**config.mk**
```make
export PLATFORM = sky130hd
export DESIGN_NAME = frame_addr_gen
export DESIGN_NICKNAME = d
export VERILOG_FILES = /design/src/rtl/frame_addr_gen.sv
export SDC_FILE = /design/constraint.sdc
export NUM_CORES = 1
export LEC_CHECK = 0
export CORE_MARGIN = 10
export CORE_UTILIZATION = 43
export CTS_BUF_LIST = sky130_fd_sc_hd__clkbuf_8
export DETAILED_ROUTE_END_ITERATION = 10
export GPL_TIMING_DRIVEN = 1
export PLACE_DENSITY = 0.71
export SYNTH_ARGS = -nofsm -noshare
export SYNTH_HDL_FRONTEND = slang
export SYNTH_SLANG_ARGS = --single-unit
export TNS_END_PERCENT = 20
```
**constraint.sdc**
```tcl
create_clock -name clk -period 6.5 [get_ports clk]
set_clock_uncertainty 0.05 [all_clocks]
set_input_delay 1.625 -clock clk [delete_from_list [all_inputs] [get_ports clk]]
set_output_delay 1.625 -clock clk [all_outputs]
set_load 0.005 [all_outputs]
```
**src/rtl/frame_addr_gen.sv**
```systemverilog
// Frame-buffer write-address generator.
// Turns a (line, pixel, data, we) stream into linear write addresses inside a
// crop window, with optional 2x decimation, runtime row stride and
// double-buffered banks that swap at frame end. Two-cycle pipeline, one pixel
// per cycle, no backpressure.
module frame_addr_gen #(
  parameter int DATA_W     = 12,
  parameter int LINE_W     = 9,
  parameter int PIXEL_W    = 10,
  parameter int ADDR_W     = 18,
  parameter int BANK_DEPTH = 76800,
  parameter int DEF_WIDTH  = 320,
  parameter int DEF_DEPTH  = 240
) (
  input  logic               clk,
  input  logic               rst_n,
  input  logic               i_we,
  input  logic [DATA_W-1:0]  i_data,
  input  logic [LINE_W-1:0]  i_line,
  input  logic [PIXEL_W-1:0] i_pixel,
  input  logic               i_frame_end,
  input  logic [PIXEL_W-1:0] i_x0,
  input  logic [LINE_W-1:0]  i_y0,
  input  logic [PIXEL_W-1:0] i_imag_width,
  input  logic [LINE_W-1:0]  i_imag_depth,
  input  logic [PIXEL_W-1:0] i_stride,
  input  logic               i_mode,
  input  logic               i_swap_en,
  output logic               o_we,
  output logic [DATA_W-1:0]  o_data,
  output logic [ADDR_W-1:0]  o_addr,
  output logic               o_wr_bank,
  output logic               o_rd_bank,
  output logic               o_frame_done,
  output logic [ADDR_W-1:0]  o_pix_count,
  output logic               o_overflow
);

  localparam logic [ADDR_W-1:0] BANK_B_BASE = ADDR_W'(BANK_DEPTH);

  // shadow configuration and current write bank
  logic [PIXEL_W-1:0] x0_q, width_q, stride_q;
  logic [LINE_W-1:0]  y0_q, depth_q;
  logic               mode_q, swap_q, bank_q;

  // stage 1
  logic               v1_q, bank1_q;
  logic [DATA_W-1:0]  data1_q;
  logic [PIXEL_W-1:0] col_q;
  logic [ADDR_W-1:0]  row_off_q;

  // stage 2 / status
  logic               we_q, done_q, ovf_q, fe1_q;
  logic [DATA_W-1:0]  data_q;
  logic [ADDR_W-1:0]  addr_q, cnt_q, pix_count_q;

  // combinational
  logic [PIXEL_W-1:0] rx, col_d;
  logic [LINE_W-1:0]  ry, ry_eff;
  logic               accept;
  logic [ADDR_W-1:0]  row_off_d;
  logic [ADDR_W-1:0]  off, addr_d, cnt_inc, cnt_d, pix_count_d;
  logic               in_range, we_d, ovf_set, ovf_d;
  logic [DATA_W-1:0]  data_d;

  // Latch new geometry at frame end; the bank toggles only when the newly
  // sampled swap enable is set, otherwise it is pinned to bank A.
  always_ff @(posedge clk or negedge rst_n) begin
    if (!rst_n) begin
      x0_q     <= '0;
      y0_q     <= '0;
      width_q  <= PIXEL_W'(DEF_WIDTH);
      depth_q  <= LINE_W'(DEF_DEPTH);
      stride_q <= PIXEL_W'(DEF_WIDTH);
      mode_q   <= 1'b0;
      swap_q   <= 1'b0;
      bank_q   <= 1'b0;
    end else if (i_frame_end) begin
      x0_q     <= i_x0;
      y0_q     <= i_y0;
      width_q  <= i_imag_width;
      depth_q  <= i_imag_depth;
      stride_q <= i_stride;
      mode_q   <= i_mode;
      swap_q   <= i_swap_en;
      bank_q   <= i_swap_en ? ~bank_q : 1'b0;
    end
  end

  // Crop/decimation acceptance and row offset; compares are on the relative
  // coordinates so x0+width can never wrap.
  always_comb begin
    rx        = i_pixel - x0_q;
    ry        = i_line - y0_q;
    accept    = i_we && (i_pixel >= x0_q) && (rx < width_q) &&
                (i_line >= y0_q) && (ry < depth_q) &&
                (!mode_q || (!rx[0] && !ry[0]));
    col_d     = mode_q ? (rx >> 1) : rx;
    ry_eff    = mode_q ? (ry >> 1) : ry;
    row_off_d = ADDR_W'(ry_eff) * ADDR_W'(stride_q);
  end

  // Stage 1 register; the bank is captured here so in-flight pixels keep it.
  always_ff @(posedge clk or negedge rst_n) begin
    if (!rst_n) begin
      v1_q      <= 1'b0;
      bank1_q   <= 1'b0;
      data1_q   <= '0;
      col_q     <= '0;
      row_off_q <= '0;
      fe1_q     <= 1'b0;
    end else begin
      v1_q      <= accept;
      bank1_q   <= bank_q;
      data1_q   <= i_data;
      col_q     <= col_d;
      row_off_q <= row_off_d;
      fe1_q     <= i_frame_end;
    end
  end

  // Final address, bank-overflow detection, write counting and frame status.
  always_comb begin
    off      = row_off_q + ADDR_W'(col_q);
    in_range = off < BANK_B_BASE;
    we_d     = v1_q && in_range;
    ovf_set  = v1_q && !in_range;
    addr_d   = '0;
    data_d   = '0;
    if (we_d) begin
      addr_d = off + (bank1_q ? BANK_B_BASE : '0);
      data_d = data1_q;
    end
    cnt_inc     = (cnt_q == '1) ? cnt_q : cnt_q + ADDR_W'(we_d);
    cnt_d       = cnt_inc;
    pix_count_d = pix_count_q;
    // the write registered on this edge is the last one of the ending frame
    if (fe1_q) begin
      pix_count_d = cnt_inc;
      cnt_d       = '0;
    end
    ovf_d = ovf_set || (ovf_q && !fe1_q);
  end

  // Stage 2 / output registers.
  always_ff @(posedge clk or negedge rst_n) begin
    if (!rst_n) begin
      we_q        <= 1'b0;
      addr_q      <= '0;
      data_q      <= '0;
      done_q      <= 1'b0;
      cnt_q       <= '0;
      pix_count_q <= '0;
      ovf_q       <= 1'b0;
    end else begin
      we_q        <= we_d;
      addr_q      <= addr_d;
      data_q      <= data_d;
      done_q      <= fe1_q;
      cnt_q       <= cnt_d;
      pix_count_q <= pix_count_d;
      ovf_q       <= ovf_d;
    end
  end

  assign o_we         = we_q;
  assign o_addr       = addr_q;
  assign o_data       = data_q;
  assign o_wr_bank    = bank_q;
  assign o_rd_bank    = swap_q & ~bank_q;
  assign o_frame_done = done_q;
  assign o_pix_count  = pix_count_q;
  assign o_overflow   = ovf_q;

endmodule

```
==> impl_metrics.json, run 1 <==
{
  "outcome": "finished, violations left",
  "min_period_ns": 6.99,
  "synth_top_area_share_pct": 35.2,
  "tightest_slew_ns": 0.911,
  "viasPerCell": 4.95,
  "drc_errors": 0,
  "clk_pin_slew_worst_paths_ns": 0.10,
  "synth_largest_area_cell": "dfrtp_1",
  "cp_common_cell": "fa_1",
  "synthesis.area_um2": 11000,
  "dr.pass1.iters": 5,
  "timing.fmax_ghz": 0.143,
  "worstHoldPathType": "flip-flop to flip-flop",
  "die-area_um2": 32400,
  "cp_top_family": "adder cells",
  "switching_share_pct": 42.6,
  "rsz0062_at_grt": "yes",
  "num-nets-final": 1583,
  "slew_headroom_pct": 39.3,
  "die_h_um": 180,
  "yosysWarnings": 0,
  "std_cell_rows": 58,
  "ys_async_sr_fraction_pct": 100,
  "coreArea_um2": 25200,
  "violations": "setup timing",
  "synth_edf_count": 0,
  "path_cells": "clkdlybuf4s50_1, inv_1, ha_2, nor2b_2, o21ai_2, a21boi_2, o21a_1, o21ai_2, a21boi_4, mux2i_4, buf_4, a21boi_1, fa_1, fa_1, fa_1, inv_1, fa_1, inv_1, ha_1, nor2_1, a21oi_2, a41o_1, o41a_1, xor2_1",
  "drive_gt1_share_pct": 16.9,
  "p_leak_nw": 6.58,
  "synth.top_cells.by_count": "171 x inv_1, 155 x dfrtp_1, 111 x nand2_1",
  "finalWirelength_mm": 24.4,
  "port-buffer-count": 137,
  "yosysUniqueCellTypes": 71,
  "grt.overflow.total": 0,
  "yosysMostFrequentCell": "inv_1",
  "gp_congestion": 0.867,
  "vias": 8369,
  "cap_violations": 0,
  "synth_area_leaders": "dfrtp_1 35%, fa_1 11%, ha_1 10%",
  "cts_made_buffers": 17,
  "cts_tree": "built",
  "max-clock-path-buffers": 2,
  "cp.arrival_ns": 7.29,
  "synth_nets": 1386,
  "grt_max_degree": 109,
  "ant_nets": 0,
  "pre_cts_ws_ns": -1.07,
  "first_global_vias": 8711,
  "finalMaxSlewViolations": 0,
  "ys_seq_area_share_pct": 37.1,
  "die_x_um": 180,
  "cts.hold.buffers_added": 0,
  "setup_ws_ns": -0.489,
  "internal_power_w": 0.00400,
  "switchingPower_w": 0.00297,
  "grt-busiest-layer": "met2",
  "dp_cells": 1650,
  "areaGrowthSynthToFinish_pct": 25.9,
  "setup_viol": 7,
  "grt_util_met2_pct": 25.5,
  "drtIter0Drc": 474,
  "p_comb_share_pct": 71.1,
  "antenna_found_initial": 0,
  "fin_area_um2": 13900,
  "dpl-instance-area_um2": 13300,
  "track_usage_pct": 15.1,
  "syn_area_per_cell_um2": 9.57,
  "cp-start-kind": "input port",
  "clockPowerShare_pct": 10.3,
  "seqPwrFrac_pct": 18.5,
  "initial_core_util_pct": 43.8,
  "finalSetupTns_ns": -2.20,
  "powerDensity_nw_per_um2": 502,
  "end_kind": "flip-flop",
  "crit_type": "input port to flip-flop",
  "h-tree-depth": 4,
  "dp_hpwl_mm": 19.1,
  "clock-root-buffer": "clkbuf_8",
  "cp_slowest_cell": "fa_1",
  "synth-main-ff-cell": "dfrtp_1",
  "path_buf_inv": 5,
  "syn_inst": 1152,
  "use_met3_pct": 3.45,
  "grt_pass1_wl_mm": 41.8,
  "antenna_cells": 0,
  "grtUsageMet1_pct": 19.2,
  "path_max_fanout": 8,
  "final_cells": 1692,
  "required_ns": 6.80,
  "peakVddDrop_mv": 0.453,
  "min_period_over_period_pct": 108,
  "ys_ff_latch": 163,
  "drt-wirelength-per-cell_um": 14.4,
  "clock_sinks": 163,
  "io_pins": 138,
  "cpPeakStageDelay_ns": 0.55,
  "clk_latency_ns": 0.47,
  "hold_viol_final": 0
}
-- flip-flops by register name, summed over array words and instances (netlist names), 12 cells and up --
register,cells
o_addr,18
data1_q,12
o_data,12
o_pix_count,18
cnt_q,18
row_off_q,18
-- worst reg2reg max path, stage by stage, from the launching register on --
cell      delay [ns]
dfrtp_1         0.40
inv_1           0.08
ha_1            0.32
nor2b_2         0.17
o21ai_2         0.17
a21boi_2        0.08
o21a_1          0.22
o21ai_2         0.21
a21boi_4        0.13
buf_4           0.15
buf_4           0.12
o211ai_1        0.16
o311ai_1        0.16
fa_1            0.51
fa_1            0.53
fa_1            0.55
inv_1           0.06
fa_1            0.53
inv_1           0.05
ha_1            0.33
nor2_1          0.15
a21oi_2         0.05
a41o_1          0.21
o41a_1          0.32
xor2_1          0.15
-- layout by cell type, fill, tap and decap left out, types with 5 or more instances in the layout --
cell / instances
and3_1: 11
o21ai_2: 6
a21o_1: 6
nor3_1: 14
fa_1: 57
o211ai_1: 11
ha_1: 83
o21a_1: 10
clkdlybuf4s50_1: 134
clkbuf_8: 17
a21oi_1: 38
nand2_1: 111
buf_4: 81
inv_8: 5
xnor2_1: 41
mux2_2: 17
and2_1: 7
dfstp_2: 8
xor2_1: 19
a21boi_0: 8
nand2b_1: 8
a21oi_2: 7
o21ai_0: 52
nor2b_2: 6
nand3_1: 23
nor2_1: 92
nor2b_1: 25
nand4_1: 10
ha_4: 5
nor2_2: 21
inv_1: 170
dfrtp_1: 155
-- path summary, 6_finish.rpt --
path	start	slack [ns]	depth (start not counted)	to
worst max-delay path	i_line[0]	-0.49	24	row_off_q[16]
worst min-delay path	data1_q[3]	0.43	2	o_data[3]
worst max register to register	y0_q[1]	0.52	24	row_off_q[16]
worst min register to register	data1_q[3]	0.43	2	o_data[3]
max in group asynchronous	rst_n	3.91	2	stride_q[4]
min in group asynchronous	rst_n	1.20	1	o_pix_count[10]
-- through the flow --
step / power (W) / util (%) / hold slack [ns]
after detailed placement: 0.00581 / 52.7 / 0.412
after global routing: 0.00769 / 55.1 / 0.438
after global placement: 0.00565 / 52.7 / 0.406
final: 0.00698 / 55.1 / 0.432
after CTS: 0.00667 / 54.4 / 0.425
after floorplan: 0.00449 / - / 0.302
-- layout make-up --
class	instances	area [um2]
multi-input combinational	776	6360
timing repair buffer	219	1990
tap	330	413
fill	2233	11300
sequential	163	4090
clock buffer	17	234
clock inverter	15	154
inverter	172	646
-- per-layer routing --
metal | up-vias | share of wire [%] | wire [um]
li1 | 4145 | - | -
met1 | 4011 | 46 | 11200
met2 | 188 | 48 | 11700
met3 | 25 | 5.0 | 1230
met4 | 0 | 1.2 | 296
met5 | - | 0 | 0
-- power by group through the flow --
stage / registers (W) / logic, W / clock network, W
after floorplan: 0.00127 / 0.00323 / 0
after global routing: 0.00131 / 0.00559 / 0.000789
after detailed placement: 0.00131 / 0.00450 / 0
after CTS: 0.00129 / 0.00463 / 0.000742
after global placement: 0.00131 / 0.00434 / 0
final: 0.00129 / 0.00496 / 0.000722
-- timing repair --
| action | in CTS | in global routing |
|---|---|---|
| pin swaps | 10 | 19 |
| buffers inserted | 3 | 6 |
| gates cloned | 1 | 0 |
| endpoints found under the setup margin | 9 | 9 |
| gates resized for setup | 8 | 29 |
-- cell families after synthesis --
| group | after synthesis | share of synthesized area, % |
|---|---|---|
| DFF | 163 | 37.1 |
| xor gates and xnor gates | 63 | 5.18 |
| muxes | 24 | 2.38 |
| buffers and inverters | 214 | 7.79 |
| adders and majority gates | 149 | 21.0 |
| and+or+nand+nor | 347 | 14.8 |
| AOI/OAI and AO/OA | 192 | 11.8 |
(Power assumes the default switching activity.)
==> inputs of run 2 (changes only) <==
--- a/config.mk
+++ b/config.mk
@@ -8,6 +8,7 @@
 export CORE_MARGIN = 10
 export CORE_UTILIZATION = 43
 export CTS_BUF_LIST = sky130_fd_sc_hd__clkbuf_8
+export CTS_CLUSTER_SIZE = 14
 export DETAILED_ROUTE_END_ITERATION = 10
 export GPL_TIMING_DRIVEN = 1
 export PLACE_DENSITY = 0.71
==> results of run 2 <==
Final layout, timing and power as in run 1 (identical DEF).
